[config.mk]
export PLATFORM = sky130hd
export DESIGN_NAME = ahb_arb_slave_6
export DESIGN_NICKNAME = d
export VERILOG_FILES = /design/src/rtl/ahb_arb_slave_6_pkg.sv /design/src/rtl/ahb_arb_slave_6_picker.sv /design/src/rtl/ahb_arb_slave_6.sv
export SDC_FILE = /design/constraint.sdc
export NUM_CORES = 1
export LEC_CHECK = 0
export BUFFER_PORTS_ARGS = -buffer_cell sky130_fd_sc_hd__buf_2
export CORE_UTILIZATION = 40
export CTS_BUF_LIST = sky130_fd_sc_hd__clkbuf_4 sky130_fd_sc_hd__clkbuf_8
export DETAILED_ROUTE_END_ITERATION = 12
export SYNTH_ARGS = -nofsm -noshare
export SYNTH_HDL_FRONTEND = slang
export SYNTH_SLANG_ARGS = --single-unit
[constraint.sdc]
create_clock -name i_hclk -period 3.57 [get_ports i_hclk]
set_input_delay 0.357 -clock i_hclk [delete_from_list [all_inputs] [get_ports i_hclk]]
set_output_delay 0.357 -clock i_hclk [all_outputs]
set_load 0.05 [all_outputs]
[src/rtl/ahb_arb_slave_6_pkg.sv]
// AHB_package: AHB transfer/burst encodings and the slave_6 arbiter state,
// plus small helpers shared by the arbiter files.
package AHB_package;

    typedef enum logic [1:0] {
        HT_IDLE   = 2'b00,
        HT_BUSY   = 2'b01,
        HT_NONSEQ = 2'b10,
        HT_SEQ    = 2'b11
    } htrans_t;

    typedef enum logic [2:0] {
        HB_SINGLE = 3'd0,
        HB_INCR   = 3'd1,
        HB_WRAP4  = 3'd2,
        HB_INCR4  = 3'd3,
        HB_WRAP8  = 3'd4,
        HB_INCR8  = 3'd5,
        HB_WRAP16 = 3'd6,
        HB_INCR16 = 3'd7
    } hburst_t;

    typedef enum logic [1:0] {
        ST_IDLE = 2'd0,
        ST_OWN  = 2'd1,
        ST_LOCK = 2'd2
    } arb_state_t;

    localparam int MAX_CHANNELS = 16;

    // Beats still to come after the NONSEQ beat of a burst.
    function automatic logic [3:0] burst_beats(hburst_t b);
        return (b == HB_WRAP4  || b == HB_INCR4)  ? 4'd3  :
               (b == HB_WRAP8  || b == HB_INCR8)  ? 4'd7  :
               (b == HB_WRAP16 || b == HB_INCR16) ? 4'd15 : 4'd0;
    endfunction

    function automatic logic [3:0] onehot_idx(logic [MAX_CHANNELS-1:0] oh);
        logic [3:0] idx;
        idx = 4'd0;
        for (int i = 0; i < MAX_CHANNELS; i++)
            idx = idx | (oh[i] ? 4'(i) : 4'd0);
        return idx;
    endfunction

endpackage

[src/rtl/ahb_arb_slave_6_picker.sv]
// ahb_rr_picker: combinational round-robin search starting just after the last owner.
module ahb_rr_picker #(
    parameter int CHANNEL_NUM = 4
) (
    input  logic [CHANNEL_NUM-1:0] i_req,
    input  logic [3:0]             i_last_owner,
    output logic [CHANNEL_NUM-1:0] o_winner
);

    logic w_found;

    always_comb begin
        o_winner = '0;
        w_found  = 1'b0;
        for (int k = 1; k <= CHANNEL_NUM; k++) begin
            for (int i = 0; i < CHANNEL_NUM; i++) begin
                if (!w_found && i_req[i] && i == (int'(i_last_owner) + k) % CHANNEL_NUM) begin
                    o_winner[i] = 1'b1;
                    w_found     = 1'b1;
                end
            end
        end
    end

endmodule

[src/rtl/ahb_arb_slave_6.sv]
// ahb_arb_slave_6: round-robin arbiter for slave_6; tracks the owner's burst so the
// grant only moves on burst boundaries, and holds it for locked sequences.
module ahb_arb_slave_6
    import AHB_package::*;
#(
    parameter int CHANNEL_NUM = 4
) (
    input  logic                     i_hclk,
    input  logic                     i_hreset_n,
    input  logic [CHANNEL_NUM-1:0]   i_req,
    input  logic [2*CHANNEL_NUM-1:0] i_htrans,
    input  logic [3*CHANNEL_NUM-1:0] i_hburst,
    input  logic [CHANNEL_NUM-1:0]   i_hmastlock,
    input  logic                     i_hready,
    output logic [CHANNEL_NUM-1:0]   o_sel,
    output logic [3:0]               o_hmaster,
    output logic                     o_grant_valid
);

    arb_state_t             r_state, w_state_nx;
    logic [CHANNEL_NUM-1:0] r_sel, w_sel_nx, w_winner;
    logic [3:0]             r_hmaster, w_hmaster_nx;
    logic [3:0]             r_cnt, w_cnt_nx;
    logic [3:0]             r_last, w_last_nx;
    logic                   r_grant_valid;
    logic                   r_unb, w_unb_nx;
    logic                   w_point, w_lock, w_win_lock;
    htrans_t                w_trans;
    hburst_t                w_burst;

    ahb_rr_picker #(
        .CHANNEL_NUM (CHANNEL_NUM)
    ) u_picker (
        .i_req        (i_req),
        .i_last_owner (r_last),
        .o_winner     (w_winner)
    );

    // Owner's control signals, selected by the registered one-hot grant.
    always_comb begin
        w_trans = HT_IDLE;
        w_burst = HB_SINGLE;
        w_lock  = 1'b0;
        for (int i = 0; i < CHANNEL_NUM; i++) begin
            if (r_sel[i]) begin
                w_trans = htrans_t'(i_htrans[2*i +: 2]);
                w_burst = hburst_t'(i_hburst[3*i +: 3]);
                w_lock  = i_hmastlock[i];
            end
        end
    end

    // The boundary test looks at the counter after this beat, so the NONSEQ of a
    // multi-beat burst is never itself a re-arbitration point.
    always_comb begin
        w_cnt_nx = r_cnt;
        w_unb_nx = r_unb;
        if (r_state != ST_IDLE) begin
            if (w_trans == HT_NONSEQ) begin
                w_cnt_nx = burst_beats(w_burst);
                w_unb_nx = w_burst == HB_INCR;
            end else if (w_trans == HT_SEQ) begin
                w_cnt_nx = (r_cnt == 4'd0) ? 4'd0 : r_cnt - 4'd1;
            end else if (w_trans == HT_IDLE) begin
                w_unb_nx = 1'b0;
            end
        end
        w_point = r_state == ST_IDLE ||
                  (w_cnt_nx == 4'd0 && !w_unb_nx && w_trans != HT_BUSY &&
                   (r_state == ST_OWN || !w_lock));
        w_win_lock   = |(w_winner & i_hmastlock);
        w_state_nx   = r_state;
        w_sel_nx     = r_sel;
        w_hmaster_nx = r_hmaster;
        w_last_nx    = r_last;
        if (w_point) begin
            w_state_nx   = !(|w_winner) ? ST_IDLE : w_win_lock ? ST_LOCK : ST_OWN;
            w_sel_nx     = w_winner;
            w_hmaster_nx = onehot_idx(MAX_CHANNELS'(w_winner));
            w_last_nx    = (|w_winner) ? w_hmaster_nx : r_last;
        end
    end

    always_ff @(posedge i_hclk or negedge i_hreset_n) begin
        if (!i_hreset_n) begin
            r_state       <= ST_IDLE;
            r_sel         <= '0;
            r_hmaster     <= 4'd0;
            r_grant_valid <= 1'b0;
            r_cnt         <= 4'd0;
            r_unb         <= 1'b0;
            r_last        <= 4'(CHANNEL_NUM - 1);
        end else if (i_hready) begin
            r_state       <= w_state_nx;
            r_sel         <= w_sel_nx;
            r_hmaster     <= w_hmaster_nx;
            r_grant_valid <= |w_sel_nx;
            r_cnt         <= w_cnt_nx;
            r_unb         <= w_unb_nx;
            r_last        <= w_last_nx;
        end
    end

    assign o_sel         = r_sel;
    assign o_hmaster     = r_hmaster;
    assign o_grant_valid = r_grant_valid;

endmodule

=== Word-level counts from Yosys, hierarchy flattened ===
Cells that the tools add are included.

* Register bits: 16

* Mux-type cells: 59
* Add/subtract/negate cells: 5
* Equal/unequal tests: 23
* Bitwise gates (word level): 7
* Reduce and logical (&&, ||, !) cells: 74

{| class="wikitable"
|+ Operators with widths
! cell !! count
|-
| $logic_not 32->1 || 4
|-
| $mux 1 || 39
|-
| $logic_and 1x1->1 || 34
|-
| $mux 4 || 8
|-
| $eq 3x3->1 const A || 8
|-
| $logic_not 1->1 || 17
|-
| $mux 2 || 8
|-
| $eq 2x3->1 const A || 4
|-
| $eq 3x3->1 const B || 4
|-
| $mux 3 || 4
|-
| $reduce_or 4->1 || 3
|-
| $logic_not 4->1 || 2
|-
| $reduce_or 2->1 || 4
|-
| $eq 3x2->1 const B || 2
|-
| $logic_or 1x1->1 || 5
|-
| $add 2x1->2 const B || 2
|-
| $add 2x2->2 const B || 2
|-
| $and 1x1->1 const A || 4
|-
| $and 4x4->4 || 1
|-
| $eq 2x2->1 const B || 2
|-
| $logic_not 2->1 || 2
|-
| $sub 4x1->4 const B || 1
|-
| $eq 3x1->1 const B || 1
|-
| $reduce_and 3->1 || 1
|-
| 6 further kinds || 6
|}

=== Logic depth before layout (Yosys ltp) ===
* Depth in word-level cells: 70
* Mapped depth: 11
* Depth with buffers taken out: 8

=== By module ===
From an unflattened synthesis, not the netlist that was laid out.

* Cell total of the unflattened synthesis: 183
* Area, all modules: 1,526.5 µm²

{| class="wikitable"
|+ Modules (own cells, without submodules)
! module !! cells an instance !! sequential area each (µm²) !! area each (µm²) !! times used
|-
| ahb_arb_slave_6 || 166 || 402.9 || 1,421.4 || 1
|-
| ahb_rr_picker || 17 || 0.0 || 105.1 || 1
|}

=== Worst setup path before layout ===
No wires, ideal clock.

* Path type: reg-to-reg
* From: register r_sel[3], in the netlist o_sel[3]
* To: register r_hmaster[0], in the netlist o_hmaster[0]
* Period minus slack after synthesis: 3,433 ps
* Data arrival time: 3,305 ps
* Path buffers: 2
* Slack: 137 ps
* Cell stages (with the launch flop): 10
* Required time: 3,443 ps
* Path through: dfrtp_1 > buf_2 > a211oi_1 > a211o_1 > or3_4 > o221a_1 > or4_4 > o41ai_4 > buf_6 > mux2_1

* Cells in the longest elaborated chain, start to end: 14
* Elaborated cells on any way between the ends: 36

{| class="wikitable"
|+ Ends and longest elaborated chain
! what !! RTL line !! source
|-
| from (decl) || ahb_arb_slave_6.sv:21 || <nowiki>logic [CHANNEL_NUM-1:0] r_sel, w_sel_nx, w_winner;</nowiki>
|-
| from (signal assigned) || ahb_arb_slave_6.sv:95 || <nowiki>r_sel <= w_sel_nx;</nowiki>
|-
| $mux 3 || ahb_arb_slave_6.sv:45 || <nowiki>if (r_sel[i]) begin</nowiki>
|-
| $eq 3x3->1 || ahb_arb_slave_6_pkg.sv:35 || <nowiki>(b == HB_WRAP16 || b == HB_INCR16) ? 4'd15 : 4'd0;</nowiki>
|-
| $logic_or 1x1->1 || ahb_arb_slave_6_pkg.sv:35 ||
|-
| $mux 4 || ahb_arb_slave_6_pkg.sv:35 ||
|-
| $mux 4 || ahb_arb_slave_6_pkg.sv:34 || <nowiki>(b == HB_WRAP8 || b == HB_INCR8) ? 4'd7 :</nowiki>
|-
| $mux 4 || ahb_arb_slave_6_pkg.sv:33 || <nowiki>return (b == HB_WRAP4 || b == HB_INCR4) ? 4'd3 :</nowiki>
|-
| $mux 4 || ahb_arb_slave_6.sv:59 || <nowiki>if (w_trans == HT_NONSEQ) begin</nowiki>
|-
| $mux 4 || ahb_arb_slave_6.sv:58 || <nowiki>if (r_state != ST_IDLE) begin</nowiki>
|-
| $logic_not 4->1 || ahb_arb_slave_6.sv:69 || <nowiki>(w_cnt_nx == 4'd0 && !w_unb_nx && w_trans != HT_BUSY &&</nowiki>
|-
| $logic_and 1x1->1 (2 in series) || ahb_arb_slave_6.sv:69 ||
|-
| $logic_and 1x1->1 * || ahb_arb_slave_6.sv:69 ||
|-
| $logic_or 1x1->1 * || ahb_arb_slave_6.sv:68 || <nowiki>w_point = r_state == ST_IDLE ||</nowiki>
|-
| $reduce_and 2->1 (no source line) * || - ||
|-
| to (signal assigned) || ahb_arb_slave_6.sv:96 || <nowiki>r_hmaster <= w_hmaster_nx;</nowiki>
|-
| to (decl) || ahb_arb_slave_6.sv:22 || <nowiki>logic [3:0] r_hmaster, w_hmaster_nx;</nowiki>
|}

Mark *: on every way between the ends. The rest lies on a longest branch, timed or not.
A chain may end at the register's enable or synchronous reset.

=== Final worst setup path ===
* From: register r_sel[1], in the netlist o_sel[1]
* To: register r_sel[3], in the netlist o_sel[3]

* Cells in the longest elaborated chain, start to end: 16
* Elaborated cells on any way between the ends: 42

{| class="wikitable"
|+ Ends and longest elaborated chain
! what !! RTL line !! source
|-
| $mux 3 (3 in series) || ahb_arb_slave_6.sv:45 ||
|-
| $eq 3x3->1 || ahb_arb_slave_6_pkg.sv:35 ||
|-
| $logic_or 1x1->1 || ahb_arb_slave_6_pkg.sv:35 ||
|-
| $mux 4 || ahb_arb_slave_6_pkg.sv:35 ||
|-
| $mux 4 || ahb_arb_slave_6_pkg.sv:34 ||
|-
| $mux 4 || ahb_arb_slave_6_pkg.sv:33 ||
|-
| $mux 4 || ahb_arb_slave_6.sv:59 ||
|-
| $mux 4 || ahb_arb_slave_6.sv:58 ||
|-
| $logic_not 4->1 || ahb_arb_slave_6.sv:69 ||
|-
| $logic_and 1x1->1 (2 in series) || ahb_arb_slave_6.sv:69 ||
|-
| $logic_and 1x1->1 * || ahb_arb_slave_6.sv:69 ||
|-
| $logic_or 1x1->1 * || ahb_arb_slave_6.sv:68 ||
|-
| $mux 4 * || ahb_arb_slave_6.sv:76 || <nowiki>if (w_point) begin</nowiki>
|}

Marked as above.

==> impl_metrics.yaml <==
setup_path:
  critPathLaunchType: "register"
  critPathRequiredTime_ns: 3.76
  crit_type: "register to register"
  arrival_ns: 3.57
  crit_fanout: 14
  cp-end-kind: "register"
placed_design:
  dp_slack_ns: 0.231
  place_area_sq_um: 1520
  hpwl_um: 2620
  numPortBuffers: 37
  gp_congestion: 0.865
power_and_ir_drop:
  power.leakage_nw: 0.707
  power_switching_mw: 0.801
  vdd_drop_max_uv: 566
  intPower_mw: 0.759
  powerDensity_nw_per_um2: 998
  pwr-share-clk_pct: 7.9
  switching_share_pct: 51.3
  power_mw: 1.56
  p_comb_share_pct: 66.9
  seqPwrFrac_pct: 25.2
route:
  drt_first_pass_iters: 4
  drt_iter0_markers: 82
  drc: 0
  routed_wl_um: 3380
  ant_nets: 0
  drt-wirelength-per-cell_um: 14.5
  num_vias: 1332
  vias_per_cell: 5.72
layout:
  final_net_count: 221
  final_layout_size_suffix_gt1_share_pct: 29.6
  antenna_cells: 0
  areaGrowthSynthToFinish_pct: 19.5
  final_common_cell: "buf_2"
  final_cell_mix: "buf_2 (37), dfrtp_1 (14), inv_1 (10), nand2_1 (10)"
  final_cell_area_sq_um: 1560
sta:
  relSlewSlack_pct: 61.2
  fin_crit_sh_pct: 94.7
  timing.final.ws_setup_ns: 0.188
  finalSetupTns_ns: 0
  max_clock_freq_ghz: 0.296
  setup_viol: 0
  clock_skew_ns: 0.00893
  timing.final.crit_period_ns: 3.38
  tightest_slew_ns: 0.578
  final_max_slew_viol_count: 0
  grt_setup_unrepaired: "no"
  hold_viol_final: 0
die:
  rows: 20
  fp.coreArea_sq_um: 3080
  die_w_um: 59.2
  initial_utilization_pct: 42.5
  ioPinCount: 40
  dieArea_sq_um: 3500
  dieHeight_um: 59.2
cts:
  cts_tree: "done"
  htreeDepth: 1
  clkSinkCount: 16
  clock_path_buffers: 2
  cts-resized-gates: 0
  root_buffer: "clkbuf_4"
  insertion_delay_ns: 0.30
  path_clk_slew_ns: 0.10
  cts_buffers: 3
job:
  maxCapViolCount: 0
grt:
  antenna_found_initial: 0
  first_global_vias: 1228
  grt_pass1_wl_um: 5690
  track_usage_pct: 21.4
  overflow: 0
  grt_max_degree: 17
synth:
  yosysSeqAreaShare_pct: 30.8
  yosysUniqueCellTypes: 44
  syn_inst: 152
  synth-edff-count: 0
  syn_area_per_cell_sq_um: 8.60
  ys_ff_latch: 16
  syn_area_sq_um: 1310
  ys_warn_count: 0
  async_flop_share_pct: 100
  synth-main-ff-cell: "dfrtp_1"
run_status:
  status: "finished clean"
hold_path:
  hold_path_class: "input pin to register"
-- cells in the mapped netlist (2+ instances only) --
master,count,area [sq um]
nor3b_1,4,30.0
o22ai_1,2,12.5
o41ai_1,2,17.5
nand2_1,10,37.5
o221a_2,2,22.5
o31ai_1,4,30.0
a22o_1,4,35.0
a21oi_1,9,45.0
dfstp_2,2,52.6
or3_1,2,12.5
dfrtp_1,14,350
and2_1,3,18.8
mux2_2,2,22.5
a211o_1,4,35.0
o2bb2ai_1,2,17.5
buf_6,2,22.5
inv_1,10,37.5
o21ai_0,7,35.0
a221oi_1,5,43.8
nor2_1,9,33.8
nor2b_1,4,25.0
buf_4,2,15.0
a211oi_1,7,52.6
nand3b_1,3,22.5
nor3_1,6,30.0
nand3_1,2,10.0
nand2b_1,3,18.8
clkbuf_1,4,15.0
mux2_1,5,56.3
or2_2,3,18.8
-- worst max-delay path, stage by stage (launching register included) --
cell,delay (ns)
dfrtp_1,0.54
nand3b_1,0.24
a211o_1,0.38
or3_4,0.43
o221a_1,0.28
or4_4,0.52
o41ai_4,0.32
buf_4,0.22
mux2_1,0.34
-- area by class of cell --
| cell class | count | area, sq um |
|---|---|---|
| clock buffer | 4 | 36.3 |
| fill | 315 | 1520 |
| inverter | 10 | 37.5 |
| multi-input combinational | 118 | 813 |
| sequential | 16 | 403 |
| tap | 44 | 55.1 |
| timing repair buffer | 41 | 218 |
-- sequential cells by signal, indices dropped and copies added (netlist names) --
| name | count |
|---|---|
| o_sel | 4 |
| r_cnt | 4 |
| r_last | 2 |
| o_hmaster | 2 |
| r_unb | 1 |
| o_grant_valid | 1 |
| r_state | 2 |
-- metal layers --
metal	GRT usage [%]	up-vias	routed length [um]	share of wire, %
li1	-	657	-	-
met1	29.8	612	1590	47
met2	34.7	58	1520	45
met3	4.37	5	253	7.5
met4	4.08	0	25	0.74
met5	0	-	0	0
-- path summary, 6_finish.rpt --
kind	depth (start not counted)	end	startpoint	slack (ns)
max	8	o_sel[3]$_DFFE_PN0P_	o_sel[1]$_DFFE_PN0P_	0.19
min	3	r_cnt[0]$_DFFE_PN0P_	i_hready	0.42
max reg2reg	8	o_sel[3]$_DFFE_PN0P_	o_sel[1]$_DFFE_PN0P_	0.19
min reg2reg	1	o_hmaster[0]$_DFFE_PN0P_	o_hmaster[0]$_DFFE_PN0P_	0.50
max in group asynchronous	2	r_last[0]$_DFFE_PN1P_	i_hreset_n	2.77
min in group asynchronous	2	r_cnt[3]$_DFFE_PN0P_	i_hreset_n	0.48
-- repair_timing --
item                                   in CTS  in global routing
endpoints found under the hold margin      14                  0
buffers inserted                            0                  0
hold buffers                                1                  0
setup endpoints to repair                   0                  0
-- power by group through the flow --
stage          Clock, mW  Combinational (mW)  Sequential (mW)
2_1_floorplan          0               0.735            0.472
3_3_place_gp           0                1.04            0.389
3_5_place_dp           0                1.04            0.394
4_1_cts            0.127                1.04            0.391
5_1_grt            0.132                1.14            0.408
6_report           0.123                1.04            0.394
-- kinds of logic (layout without fill, tap and decap cells) --
group	Yosys count	in the layout	share of synthesized area, %
compound gates	56	56	33.1
flops	16	16	30.8
simple gates	53	53	22.5
other cells	1	2	0.287
mux	7	7	6.03
buf+inv	19	55	7.27
-- through the flow --
step	instances	hold WS [ns]	utilization (%)
floorplan	153	0.0614	-
global placement	228	0.287	49.3
detailed placement	228	0.287	49.3
CTS	233	0.413	50.8
global route	233	0.455	50.8
finish	233	0.422	50.8
(Power assumes the default switching activity.)
